## src/rtl/mem_port_arbiter.sv

```systemverilog
// Arbiter for the single-ported unified memory shared by instruction fetch and data access.
// Data wins by default; a starvation counter forces a fetch grant after STARVE_MAX data wins.
module mem_port_arbiter #(
  parameter int ADDR_W     = 8,
  parameter int DATA_W     = 32,
  parameter int STARVE_MAX = 4
) (
  input  logic              clk,
  input  logic              rst,
  input  logic              if_req,
  input  logic [ADDR_W-1:0] if_addr,
  output logic [DATA_W-1:0] if_rdata,
  output logic              if_done,
  input  logic              d_req,
  input  logic              d_we,
  input  logic [ADDR_W-1:0] d_addr,
  input  logic [DATA_W-1:0] d_wdata,
  input  logic [2:0]        d_funct3,
  output logic [DATA_W-1:0] d_rdata,
  output logic              d_done,
  output logic              stall_if,
  output logic              stall_d,
  output logic              mem_valid,
  output logic              mem_we,
  output logic [ADDR_W-1:0] mem_addr,
  output logic [DATA_W-1:0] mem_wdata,
  output logic [2:0]        mem_funct3,
  input  logic              mem_ready,
  input  logic [DATA_W-1:0] mem_rdata
);
  localparam int CNT_W = $clog2(STARVE_MAX + 1);

  typedef enum logic [1:0] {IDLE, SERV_IF, SERV_D} state_t;

  state_t           state;
  logic [CNT_W-1:0] starve_cnt;
  logic             starved;
  logic             grant_if;
  logic             grant_d;

  always_comb begin
    starved  = (starve_cnt == CNT_W'(STARVE_MAX));
    grant_if = if_req & (~d_req | starved);
    grant_d  = d_req & ~grant_if;
  end

  assign stall_if = if_req & ~if_done;
  assign stall_d  = d_req & ~d_done;

  always_ff @(posedge clk or negedge rst) begin
    if (!rst) begin
      state      <= IDLE;
      starve_cnt <= '0;
      mem_valid  <= 1'b0;
      mem_we     <= 1'b0;
      mem_addr   <= '0;
      mem_wdata  <= '0;
      mem_funct3 <= 3'b000;
      if_rdata   <= '0;
      d_rdata    <= '0;
      if_done    <= 1'b0;
      d_done     <= 1'b0;
    end else begin
      if_done <= 1'b0;
      d_done  <= 1'b0;
      case (state)
        IDLE: begin
          if (grant_if) begin
            state      <= SERV_IF;
            starve_cnt <= '0;
            mem_valid  <= 1'b1;
            mem_we     <= 1'b0;
            mem_addr   <= if_addr;
            mem_wdata  <= '0;
            mem_funct3 <= 3'b010;
          end else if (grant_d) begin
            state      <= SERV_D;
            mem_valid  <= 1'b1;
            mem_we     <= d_we;
            mem_addr   <= d_addr;
            mem_wdata  <= d_wdata;
            mem_funct3 <= d_funct3;
            // Only data wins that actually bypass a waiting fetch count toward starvation.
            if (if_req && !starved) starve_cnt <= starve_cnt + 1'b1;
          end
        end
        SERV_IF: begin
          if (mem_ready) begin
            state     <= IDLE;
            mem_valid <= 1'b0;
            if_done   <= 1'b1;
            if_rdata  <= mem_rdata;
          end
        end
        SERV_D: begin
          if (mem_ready) begin
            state     <= IDLE;
            mem_valid <= 1'b0;
            d_done    <= 1'b1;
            if (!mem_we) d_rdata <= mem_rdata;
          end
        end
        default: state <= IDLE;
      endcase
    end
  end
endmodule

```

## config.mk

```make
export PLATFORM = sky130hd
export DESIGN_NAME = mem_port_arbiter
export DESIGN_NICKNAME = d
export VERILOG_FILES = /design/src/rtl/mem_port_arbiter.sv
export SDC_FILE = /design/constraint.sdc
export NUM_CORES = 1
export LEC_CHECK = 0
export ABC_AREA = 0
export CAP_MARGIN = 20
export CORE_UTILIZATION = 35
export DETAILED_ROUTE_END_ITERATION = 10
export DONT_BUFFER_PORTS = 1
export PLACE_DENSITY = 0.58
export SYNTH_ARGS = -nofsm -noshare
export SYNTH_HDL_FRONTEND = slang
export SYNTH_SLANG_ARGS = --single-unit
```

## constraint.sdc

```tcl
create_clock -name clk -period 1.8 [get_ports clk]
set_clock_uncertainty 0.1 [all_clocks]
set_input_delay 0.18 -clock clk [delete_from_list [all_inputs] [get_ports clk]]
set_output_delay 0.18 -clock clk [all_outputs]
set_load 0.02 [all_outputs]
```

Word level (Yosys, flattened, before mapping)
Index checks and enable logic that the tools add are counted.
{"block": "op_classes", "muxes": 22, "shift": 0, "n_reduce_logical": 13, "mul": 0, "n_div": 0, "bitwise_logic": 10, "order_cmp": 0, "n_eq_ne": 5, "n_addsub": 1}
{"operator": "32-bit two-way mux", "n": 2}
{"operator": "8-bit two-way mux", "n": 2}
{"operator": "3-bit two-way mux", "n": 5}
{"operator": "3-bit AND reduction", "n": 3}
{"operator": "1-bit two-way mux", "n": 8}
{"operator": "2-bit two-way mux", "n": 3}
{"operator": "2-bit AND reduction", "n": 3}
{"operator": "2-bit nonzero test", "n": 3}
{"operator": "1-bit inverter", "n": 5}
{"operator": "1-bit bitwise AND", "n": 4}
{"operator": "2-bit case mux with 2 select lines", "n": 1}
{"operator": "3-bit by 1-bit adder with 3-bit output, second input constant", "n": 1}
{"operator": "3-bit == test, second input constant", "n": 1}
{"operator": "3-bit != test, second input constant", "n": 1}
{"operator": "2-bit by 1-bit == test with 1-bit output, second input constant", "n": 1}
{"operator": "2-bit == test, second input constant", "n": 1}
{"operator": "2-bit zero test", "n": 1}
{"operator": "2-bit by 1-bit != test with 1-bit output, second input constant", "n": 1}
{"operator": "1-bit case mux with 2 select lines", "n": 1}
{"operator": "2-bit OR reduction", "n": 1}
{"operator": "1-bit logical AND", "n": 1}
{"operator": "1-bit zero test", "n": 1}
{"operator": "1-bit OR", "n": 1}
{"block": "totals", "ram_bits": 0, "mem_count": 0, "romBits": 0, "ff_bits": 116, "latchBits": 0, "output_inout_bits": 113, "wordCells": 62, "inputBits": 89}

Depth between registers and ports, before layout
Gate-level depths: netlist (run 1).
{"block": "depth", "ltp_word": 8, "mapped_depth": 7, "ltp_nobuf": 5}

Worst setup path before layout (run 1)
Ideal clock, no wire load.
{"block": "synth_path", "path_kind": "register -> register", "start": "register state[0]", "end": "register d_rdata[10]", "path_buffers": 2, "setup_ns": 0.125, "required_ns": 1.575, "slack_ns": 0.142, "path_stages_with_launch": 8, "arrival_ns": 1.433, "synth_period_minus_slack_ns": 1.658, "path_cell_list": "dfrtp_1 -> inv_1 -> ha_1 -> and2_1 -> nand2b_1 -> clkbuf_2 -> buf_6 -> mux2_2"}
{"block": "synth_between", "elab_chain_cells": 2}
{"element": "start, declared", "line": "35", "text": "state_t state;"}
{"element": "start signal, assigned", "line": "52", "text": "state <= IDLE;"}
{"element": "start signal, assigned", "line": "69", "text": "state <= SERV_IF;"}
{"element": "start signal, assigned", "line": "77", "text": "state <= SERV_D;"}
{"element": "2-bit == test", "line": "66", "text": "case (state)"}
{"element": "3-bit AND reduction (no line)"}
{"element": "end signal, assigned", "line": "100", "text": "if (!mem_we) d_rdata <= mem_rdata;"}
{"element": "end, declared", "line": "19", "text": "output logic [DATA_W-1:0] d_rdata,"}
No other way between the ends.
A chain may end at the register's enable or synchronous reset.

Worst setup path after layout (run 1)
{"block": "layout_path", "start": "register state[0]", "end": "register d_rdata[2]"}
Same word-level chain as after synthesis.

==> results.py, run 1 <==
metrics = {
    "worst_setup_path": {
        "critPathKind": "register to register",
        "cp_cell_sequence": "inv_1 > ha_1 > and2_1 > nand2b_2 > buf_12 > mux2_2",
        "worstPathArrival_ns": 1.90,
        "cp_slowest_stage_delay_ns": 0.37,
        "cpMaxStageDelayCell": "dfrtp_1",
        "path_buf_inv": 2,
        "cp_max_fo": 25,
        "crit_family": "flip-flops",
        "critPathLaunchType": "register",
        "critPathRequiredTime_ns": 1.98,
        "endpoint_kind": "register",
    },
    "sta": {
        "period_share": 0.9526,
        "slew_viol_final": 0,
        "grt_setup_unrepaired": "no",
        "finalSetupTns_ns": 0,
        "hold_violations": 116,
        "period_minus_slack_ns": 1.715,
        "tightest_slew_ns": 0.4878,
        "slew-limit-headroom": 0.6737,
        "clock.fmax_mhz": 583.2,
        "setup_viol_count_final": 0,
        "timing.hold.ws_ns": -0.6243,
    },
    "clock_network": {
        "cts_tree": "built",
        "clock_insertion_delay_worst_skew_ns": 0.40,
        "htree_levels": 4,
        "ctsHoldBuffers": 87,
        "clkTransAtPathRegs_ns": 0.05,
        "cts_inserted_buffers": 17,
        "cts_buffer_depth": 2,
        "cts_root_buf": "clkbuf_16",
        "cts.sink_count": 116,
    },
    "route": {
        "post_drt_wl_per_cell_microns": 17.51,
        "drtIter0Drc": 94,
        "met1Wirelength_mm": 4.067,
        "drc": 0,
        "wl_mm": 10.38,
        "met3_length_microns": 711,
        "top_layer": "met4",
        "wl_met2_mm": 5.339,
        "num_vias": 2994,
        "antenna_left": 0,
        "firstDrtPassIters": 4,
        "viasPerCell": 5.049,
    },
    "yosys": {
        "synth_top_area_frac": 0.6328,
        "synth_cell_types": 30,
        "synth.net_count": 411,
        "syn-cell-area_sq_mm": 0.004587,
        "synthFlopType": "dfrtp_1",
        "synth-edff-count": 0,
        "netlist_top_cells_count": "dfrtp_1, mux2_2, a22o_1, nand2_1",
        "synthTopCellsByArea": "dfrtp_1, mux2_2, a22o_1, o211ai_2, nand2_1",
        "synthArstFlopShare": 1.000,
        "synth-seq-cells": 116,
        "yosysSeqAreaShare": 0.6328,
        "yosysMostFrequentCell": "dfrtp_1",
        "avgSynthCellArea_sq_um": 14.52,
        "ys_warn_count": 0,
        "synth_area_leader_cell": "dfrtp_1",
        "synthCells": 316,
    },
    "floorplanning": {
        "ios": 202,
        "die_height_microns": 116.5,
        "die_width_microns": 116.5,
        "initial_core_util": 0.3605,
        "die-area_sq_mm": 0.01357,
        "coreArea_sq_mm": 0.01272,
        "row_count": 41,
    },
    "power_and_ir_drop": {
        "vdd_ir_drop_max_uv": 780.4,
        "leakage_uw": 0.002771,
        "power_density_mw_per_mm2": 1972,
    },
    "global_route": {
        "antenna_found_initial": 0,
        "first_global_vias": 3096,
        "grt_max_degree": 117,
        "grt_pass1_wl_mm": 15.82,
        "grt_remaining_overflow": 0,
        "grt_use_total": 0.1585,
    },
    "run_status": {
        "status": "finished, violations left",
        "violations": "hold timing",
    },
    "cells_and_area": {
        "seq_area_sq_mm": 0.002903,
        "layout-drive-gt1-share": 0.2684,
        "final_nets": 505,
        "fin_util": 0.4891,
        "finalNonFillerCells": 593,
        "n_fill_cell": 1122,
        "diodes": 0,
        "multi_input_area_sq_mm": 0.001525,
        "area_growth_syn_to_layout_pct": 35.65,
    },
    "placed_design": {
        "dp_hpwl_mm": 6.472,
        "dp.cells": 476,
        "globalplace.congestion": 0.7413,
        "portBuffers": 0,
    },
    "worst_hold_path": {
        "hold_path_class": "input pin to async pin",
    },
    "flow_run": {
        "maxCapViolations": 0,
    },
}
[through the flow]
step	setup WS, ns	cell area (sq um)	hold WS (ns)	total power [uW]
floorplan	0.1425	4587	-0.2156	8184
global placement	0.1126	4793	-0.2131	8853
detailed placement	0.07878	4793	-0.2139	8964
CTS	0.07657	6221	-0.6608	12380
global route	0.01150	6222	-0.6577	12920
finish	0.08540	6222	-0.6243	12270
[area by class of cell]
cell class                 instances  area share
clock buffer                      20     0.07179
clock inverter                    10     0.01770
tap                              172     0.03459
multi-input combinational        170      0.2451
sequential                       116      0.4665
inverter                           9    0.005429
timing repair buffer              96      0.1589
[state kept, by name (all words and copies together), names as in the netlist]
register	flops
d_done	1
mem_valid	1
if_done	1
starve_cnt	3
if_rdata	32
mem_addr	8
state	2
mem_we	1
mem_funct3	3
mem_wdata	32
d_rdata	32
[routing by layer]
layer,GRT usage,up-vias
met5,0,-
met4,0.09060,0
met3,0.06694,24
met2,0.2552,131
met1,0.1763,1513
li1,-,1326
[path summary, 6_finish.rpt]
kind                                    start             to  slack, ns  depth (start not counted)
worst max-delay path                 state[0]     d_rdata[2]       0.09                          6
worst min-delay path                      rst   mem_wdata[8]      -0.62                          0
worst max register to register       state[0]     d_rdata[2]       0.09                          6
worst min register to register  starve_cnt[1]  starve_cnt[1]       0.42                          2
max in group asynchronous                 rst     d_rdata[8]       2.07                          0
min in group clk                    mem_ready        if_done       0.04                          3
[what timing repair did]
item                                   4_1_cts  5_1_grt
endpoints found under the hold margin      230      116
setup buffers                                0        0
setup endpoints to repair                    0        8
resized for setup                            0        1
[kinds of logic after synthesis]
kind of cell / share of synthesized area
compound gates: 0.1121
simple gates: 0.04392
fa+ha+maj: 0.01637
buf+inv: 0.03546
mux: 0.1593
flops: 0.6328
[placed cells by master (no fill, tap or decap), types with 2 or more instances in the layout]
cell type      Yosys  final
clkbuf_1           6      2
inv_1              9      9
mux2_2            63     63
nor2_1             2      2
o21ai_0            3      3
dlygate4sd3_1      0     87
nand2_1           23     23
a22o_1            35     35
clkbuf_16          0     17
ha_1               6      6
bufinv_16          0      2
buf_12             0      4
o211ai_2           8      8
buf_4              0      5
nor2b_1            3      3
a21oi_1            3      3
clkinv_2           0      4
dfrtp_1          116    116
nand4_1            9      9
clkinvlp_4         0      4
[power breakdown]
part | switching (uW) | internal (uW)
registers | 2540 | 3900
clock network | 1110 | 2040
logic | 1140 | 1550
[worst register-to-register path, cell delays in order, from the launching register on]
cell and delay [ns]:
dfrtp_1 0.37, inv_1 0.09, ha_1 0.19, and2_1 0.18
nand2b_2 0.11, buf_12 0.19, mux2_2 0.37
(Power assumes the default switching activity.)
==> run 2: changes to the inputs <==
CORE_MARGIN = 4   (was default)
CORE_UTILIZATION = 60   (was 35)
CTS_CLUSTER_SIZE = 30   (was default)
PLACE_DENSITY = 0.85   (was 0.58)
==> results.py, run 2 (synthesis results as in run 1) <==
metrics = {
    "clock_network": {
        "htree_levels": 4,
        "cts_root_buf": "clkbuf_8",
        "clock_insertion_delay_worst_skew_ns": 0.49,
        "cts.sink_count": 116,
        "cts_inserted_buffers": 17,
        "clkTransAtPathRegs_ns": 0.06,
        "cts_buffer_depth": 2,
        "ctsHoldBuffers": 87,
        "cts_tree": "built",
    },
    "global_route": {
        "first_global_vias": 3390,
        "antenna_found_initial": 0,
        "grt_use_total": 0.2624,
        "grt_max_degree": 117,
        "grt_pass1_wl_mm": 17.68,
        "grt_remaining_overflow": 0,
    },
    "worst_setup_path": {
        "critPathLaunchType": "register",
        "worstPathArrival_ns": 2.00,
        "critPathRequiredTime_ns": 2.07,
        "crit-reg2reg-launch": "state[0]",
        "critPathKind": "register to register",
        "cp_max_fo": 32,
        "timing.rr.end": "d_rdata[26]",
        "r2r_slack_ns": 0.07,
        "endpoint_kind": "register",
        "reg2reg_depth": 6,
    },
    "power_and_ir_drop": {
        "vdd_ir_drop_max_uv": 1194,
        "power_uw": 12700,
        "clkPwrFrac": 0.269,
        "p_seq_frac": 0.510,
        "comb_power_share": 0.221,
        "switching_share": 0.3909,
        "p_int_uw": 7735,
        "p_sw_uw": 4965,
        "leakage_uw": 0.002800,
        "power_density_mw_per_mm2": 2050,
    },
    "route": {
        "drtIter0Drc": 85,
        "viasPerCell": 5.839,
        "wl_met2_mm": 6.203,
        "antenna_left": 0,
        "num_vias": 3048,
        "drc": 0,
        "top_layer": "met4",
        "met1Wirelength_mm": 4.057,
        "firstDrtPassIters": 4,
        "post_drt_wl_per_cell_microns": 22.39,
        "met3_length_mm": 1.132,
        "wl_mm": 11.69,
    },
    "sta": {
        "period_minus_slack_ns": 1.727,
        "worst_slack_ns": 0.07293,
        "timing.hold.ws_ns": -0.7235,
        "tightest_slew_ns": 0.7044,
        "grt_setup_unrepaired": "no",
        "slew-limit-headroom": 0.5289,
        "period_share": 0.9595,
        "slew_viol_final": 0,
        "clock.fmax_mhz": 579.0,
        "setup_viol_count_final": 0,
        "finalSetupTns_ns": 0,
        "hold_violations": 116,
    },
    "floorplanning": {
        "die-area_sq_mm": 0.009108,
        "die_height_microns": 95.44,
        "die_width_microns": 95.44,
        "coreArea_sq_mm": 0.007331,
        "initial_core_util": 0.6257,
        "row_count": 31,
        "ios": 202,
    },
    "cells_and_area": {
        "seq_area_sq_mm": 0.002903,
        "n_fill_cell": 324,
        "most-common-layout-cells": "dfrtp_1, dlygate4sd3_1, mux2_2",
        "multi_input_area_sq_mm": 0.001531,
        "layout-drive-gt1-share": 0.2725,
        "largestRegisters": "d_rdata (32), if_rdata (32), mem_wdata (32)",
        "final_nets": 505,
        "area_growth_syn_to_layout_pct": 35.05,
        "layout_commonest_cell": "dfrtp_1",
    },
    "flow_run": {
        "maxCapViolations": 0,
    },
    "worst_hold_path": {
        "hold_path_class": "input pin to async pin",
    },
    "placed_design": {
        "dp_worst_setup_slack_ns": 0.05017,
        "portBuffers": 0,
        "globalplace.congestion": 0.7194,
        "dp_hpwl_mm": 7.099,
    },
    "run_status": {
        "violations": "hold timing",
        "status": "finished, violations left",
    },
}
==> run 2: power by group through the flow <==
stage / Clock [uW] / Combinational [uW] / Sequential, uW
floorplan: 0 / 2070 / 6110
global placement: 0 / 2390 / 6420
detailed placement: 0 / 2580 / 6480
CTS: 3450 / 2750 / 6470
global route: 3590 / 3070 / 6620
finish: 3410 / 2810 / 6480
==> run 2: how the worst max path moves through the flow <==
stage | startpoint | to | slack [ns]
3_3_place_gp | state[0] | state[1] | 0.11
3_5_place_dp | state[0] | mem_wdata[27] | 0.05
2_1_floorplan | state[0] | d_rdata[10] | 0.14
6_report | state[0] | d_rdata[26] | 0.07
4_1_cts | state[0] | mem_wdata[27] | 0.04
5_1_grt | state[0] | d_rdata[26] | 0.01
==> run 2: what timing repair did <==
action                                 CTS  global route
gates resized for setup                  0             1
buffers inserted                         0             0
setup endpoints to repair                0            47
endpoints found under the hold margin  232           116
==> run 2: per-layer routing <==
layer  GRT usage  vias to the layer above
li1            -                     1324
met1      0.2801                     1513
met2      0.4641                      187
met3     0.09629                       24
met4      0.1149                        0
met5           0                        -
==> run 2: stage by stage <==
step	cells	utilization	hold WS (ns)	cell area (sq um)
after floorplan	316	-	-0.2156	4587
after global placement	403	0.6421	-0.2131	4707
after detailed placement	403	0.6421	-0.2129	4707
after CTS	521	0.8443	-0.7485	6190
after global routing	521	0.8447	-0.7496	6192
final	522	0.8450	-0.7235	6195
==> run 2: final cells by class <==
cell class,count,share of cell area
Sequential cell,116,0.4686
Multi-Input combinational cell,170,0.2472
Timing Repair Buffer,96,0.1596
Clock buffer,18,0.06908
Clock inverter,13,0.02969
Tap cell,99,0.02000
Inverter,9,0.005453
Antenna cell,1,0.0004040
==> run 2: critical path: stages (launching register included) <==
cell and delay [ns]:
dfrtp_1 0.37, inv_1 0.09, ha_1 0.19, and2_1 0.16
nand2b_1 0.11, buf_12 0.21, mux2_2 0.36
==> run 3: changes to the inputs <==
RECOVER_POWER = 100   (was default)
clock period = 1.7 ns   (was 1.8 ns; I/O delays follow)
==> results.py, run 3 (synthesis results as in run 1) <==
metrics = {
    "worst_setup_path": {
        "critPathCapture": "mem_wdata[3]",
        "cp_max_fo": 18,
        "path_buf_inv": 2,
        "cp_slowest_stage_delay_ns": 0.39,
        "cp_cell_sequence": "inv_1 > ha_2 > nand2_1 > a31oi_4 > clkbuf_8 > a22o_1",
        "path_depth": 6,
        "critPathRequiredTime_ns": 2.03,
        "worstPathArrival_ns": 2.00,
        "critPathLaunchType": "register",
        "critPathKind": "register to register",
        "endpoint_kind": "register",
        "reg2reg_depth": 6,
        "cpMaxStageDelayCell": "dfrtp_1",
        "r2r_slack_ns": 0.04,
        "crit_start": "state[1]",
        "timing.rr.end": "mem_wdata[3]",
        "crit_family": "flip-flops",
        "crit-reg2reg-launch": "state[1]",
    },
    "global_route": {
        "top_usage_layer": "met2",
        "grt_use_met1": 0.2795,
        "grt_pass1_wl_mm": 17.41,
        "grt_max_degree": 117,
        "grt_use_total": 0.2597,
        "first_global_vias": 3281,
        "grt_util_met3": 0.09787,
        "grt_remaining_overflow": 0,
        "use_met2": 0.4653,
        "antenna_found_initial": 0,
    },
    "sta": {
        "grt_setup_unrepaired": "yes",
        "slew-limit-headroom": 0.7321,
        "clock.fmax_mhz": 601.0,
        "timing.hold.ws_ns": -0.7368,
        "setup_viol_count_final": 0,
        "slew_viol_final": 0,
        "hold_violations": 128,
        "tightest_slew_ns": 0.4011,
        "finalSetupTns_ns": 0,
        "period_share": 0.9787,
        "period_minus_slack_ns": 1.664,
    },
    "route": {
        "drc": 0,
        "num_vias": 3093,
        "firstDrtPassIters": 5,
        "drtIter0Drc": 97,
        "wl_mm": 12.22,
        "antenna_left": 0,
        "viasPerCell": 5.971,
        "post_drt_wl_per_cell_microns": 23.59,
    },
    "placed_design": {
        "globalplace.congestion": 0.7351,
        "portBuffers": 0,
        "dp.cells": 405,
        "dp_hpwl_mm": 6.882,
    },
    "clock_network": {
        "cts_root_buf": "clkbuf_8",
        "htree_levels": 4,
        "cts_tree": "built",
        "cts_setup_buffers": 0,
        "cts_inserted_buffers": 17,
        "clock_insertion_delay_worst_skew_ns": 0.50,
        "cts_buffer_depth": 2,
        "cts.sink_count": 116,
        "ctsHoldBuffers": 78,
        "clkTransAtPathRegs_ns": 0.06,
    },
    "floorplanning": {
        "row_count": 31,
        "die-area_sq_mm": 0.009108,
        "coreArea_sq_mm": 0.007331,
        "die_width_microns": 95.44,
        "initial_core_util": 0.6257,
        "die_height_microns": 95.44,
        "ios": 202,
    },
    "power_and_ir_drop": {
        "vdd_ir_drop_max_uv": 1172,
        "power_density_mw_per_mm2": 2159,
        "power_uw": 13040,
        "leakage_uw": 0.002728,
    },
    "cells_and_area": {
        "layout_commonest_cell": "dfrtp_1",
        "largestRegisters": "d_rdata (32), if_rdata (32), mem_wdata (32)",
        "n_fill_cell": 356,
        "area_growth_syn_to_layout_pct": 31.70,
        "layout-drive-gt1-share": 0.2864,
        "final_nets": 501,
        "most-common-layout-cells": "dfrtp_1, dlygate4sd3_1, mux2_2",
        "diodes": 0,
        "finalNonFillerCells": 518,
    },
    "worst_hold_path": {
        "hold_path_class": "input pin to async pin",
    },
    "flow_run": {
        "maxCapViolations": 0,
    },
    "run_status": {
        "status": "finished, violations left",
        "violations": "hold timing",
    },
}
==> run 3: cell count changes in the layout (fill, tap and decap cells not counted), moves of 2 or more <==
cell / delta
dlygate4sd3_1: -9
bufinv_16: -4
inv_6: +4
o211ai_1: +4
o211ai_2: -4
buf_6: +2
clkinv_2: +2
==> run 3: where the power goes <==
| group | internal [uW] | switching, uW |
|---|---|---|
| Sequential | 4120 | 2740 |
| Combinational | 1700 | 1380 |
| Clock | 1790 | 1300 |
| Total | 7620 | 5420 |
==> run 3: layout make-up <==
type	instances	area, sq um	area share
clock buffers	17	414.1	0.06856
clock inverters	15	107.6	0.01781
inverters	9	33.78	0.005592
multi-input cells	170	1525	0.2525
flip-flops and latches	116	2903	0.4805
well taps	99	123.9	0.02051
repair buffers	92	933.4	0.1545
==> run 3: worst min path at each step <==
stage	slack, ns	start	to
2_1_floorplan	-0.23	rst	d_done
3_3_place_gp	-0.22	rst	mem_addr[1]
5_1_grt	-0.77	rst	mem_addr[1]
3_5_place_dp	-0.22	rst	mem_addr[1]
6_report	-0.74	rst	mem_addr[1]
4_1_cts	-0.75	rst	mem_wdata[29]
==> run 3: through the flow <==
step | instance area (sq um) | setup WS, ns | util
2_1_floorplan | 4587 | 0.04249 | -
3_3_place_gp | 4735 | 0.05702 | 0.6458
3_5_place_dp | 4735 | -0.03733 | 0.6458
4_1_cts | 6038 | -0.02314 | 0.8237
5_1_grt | 6041 | -0.02805 | 0.8240
6_report | 6041 | 0.03620 | 0.8240
==> run 3: layer usage <==
metal  vias to the layer above  part of all wire
met5                         -                 0
met4                         0             0.011
met3                        16             0.096
met2                       173              0.55
met1                      1583              0.34
li1                       1321                 -
==> run 3: repair_timing <==
| item | 4_1_cts | 5_1_grt |
|---|---|---|
| resized for setup | 1 | 4 |
| setup endpoints to repair | 19 | 65 |
| gates cloned | 0 | 3 |
| endpoints found under the hold margin | 232 | 128 |
==> run 3: worst reg2reg max path, stage by stage (launching register included) <==
cell and delay, ns:
dfrtp_1 0.39, inv_1 0.11, ha_2 0.24, nand2_1 0.10, a31oi_4 0.23, clkbuf_8 0.26
a22o_1 0.16
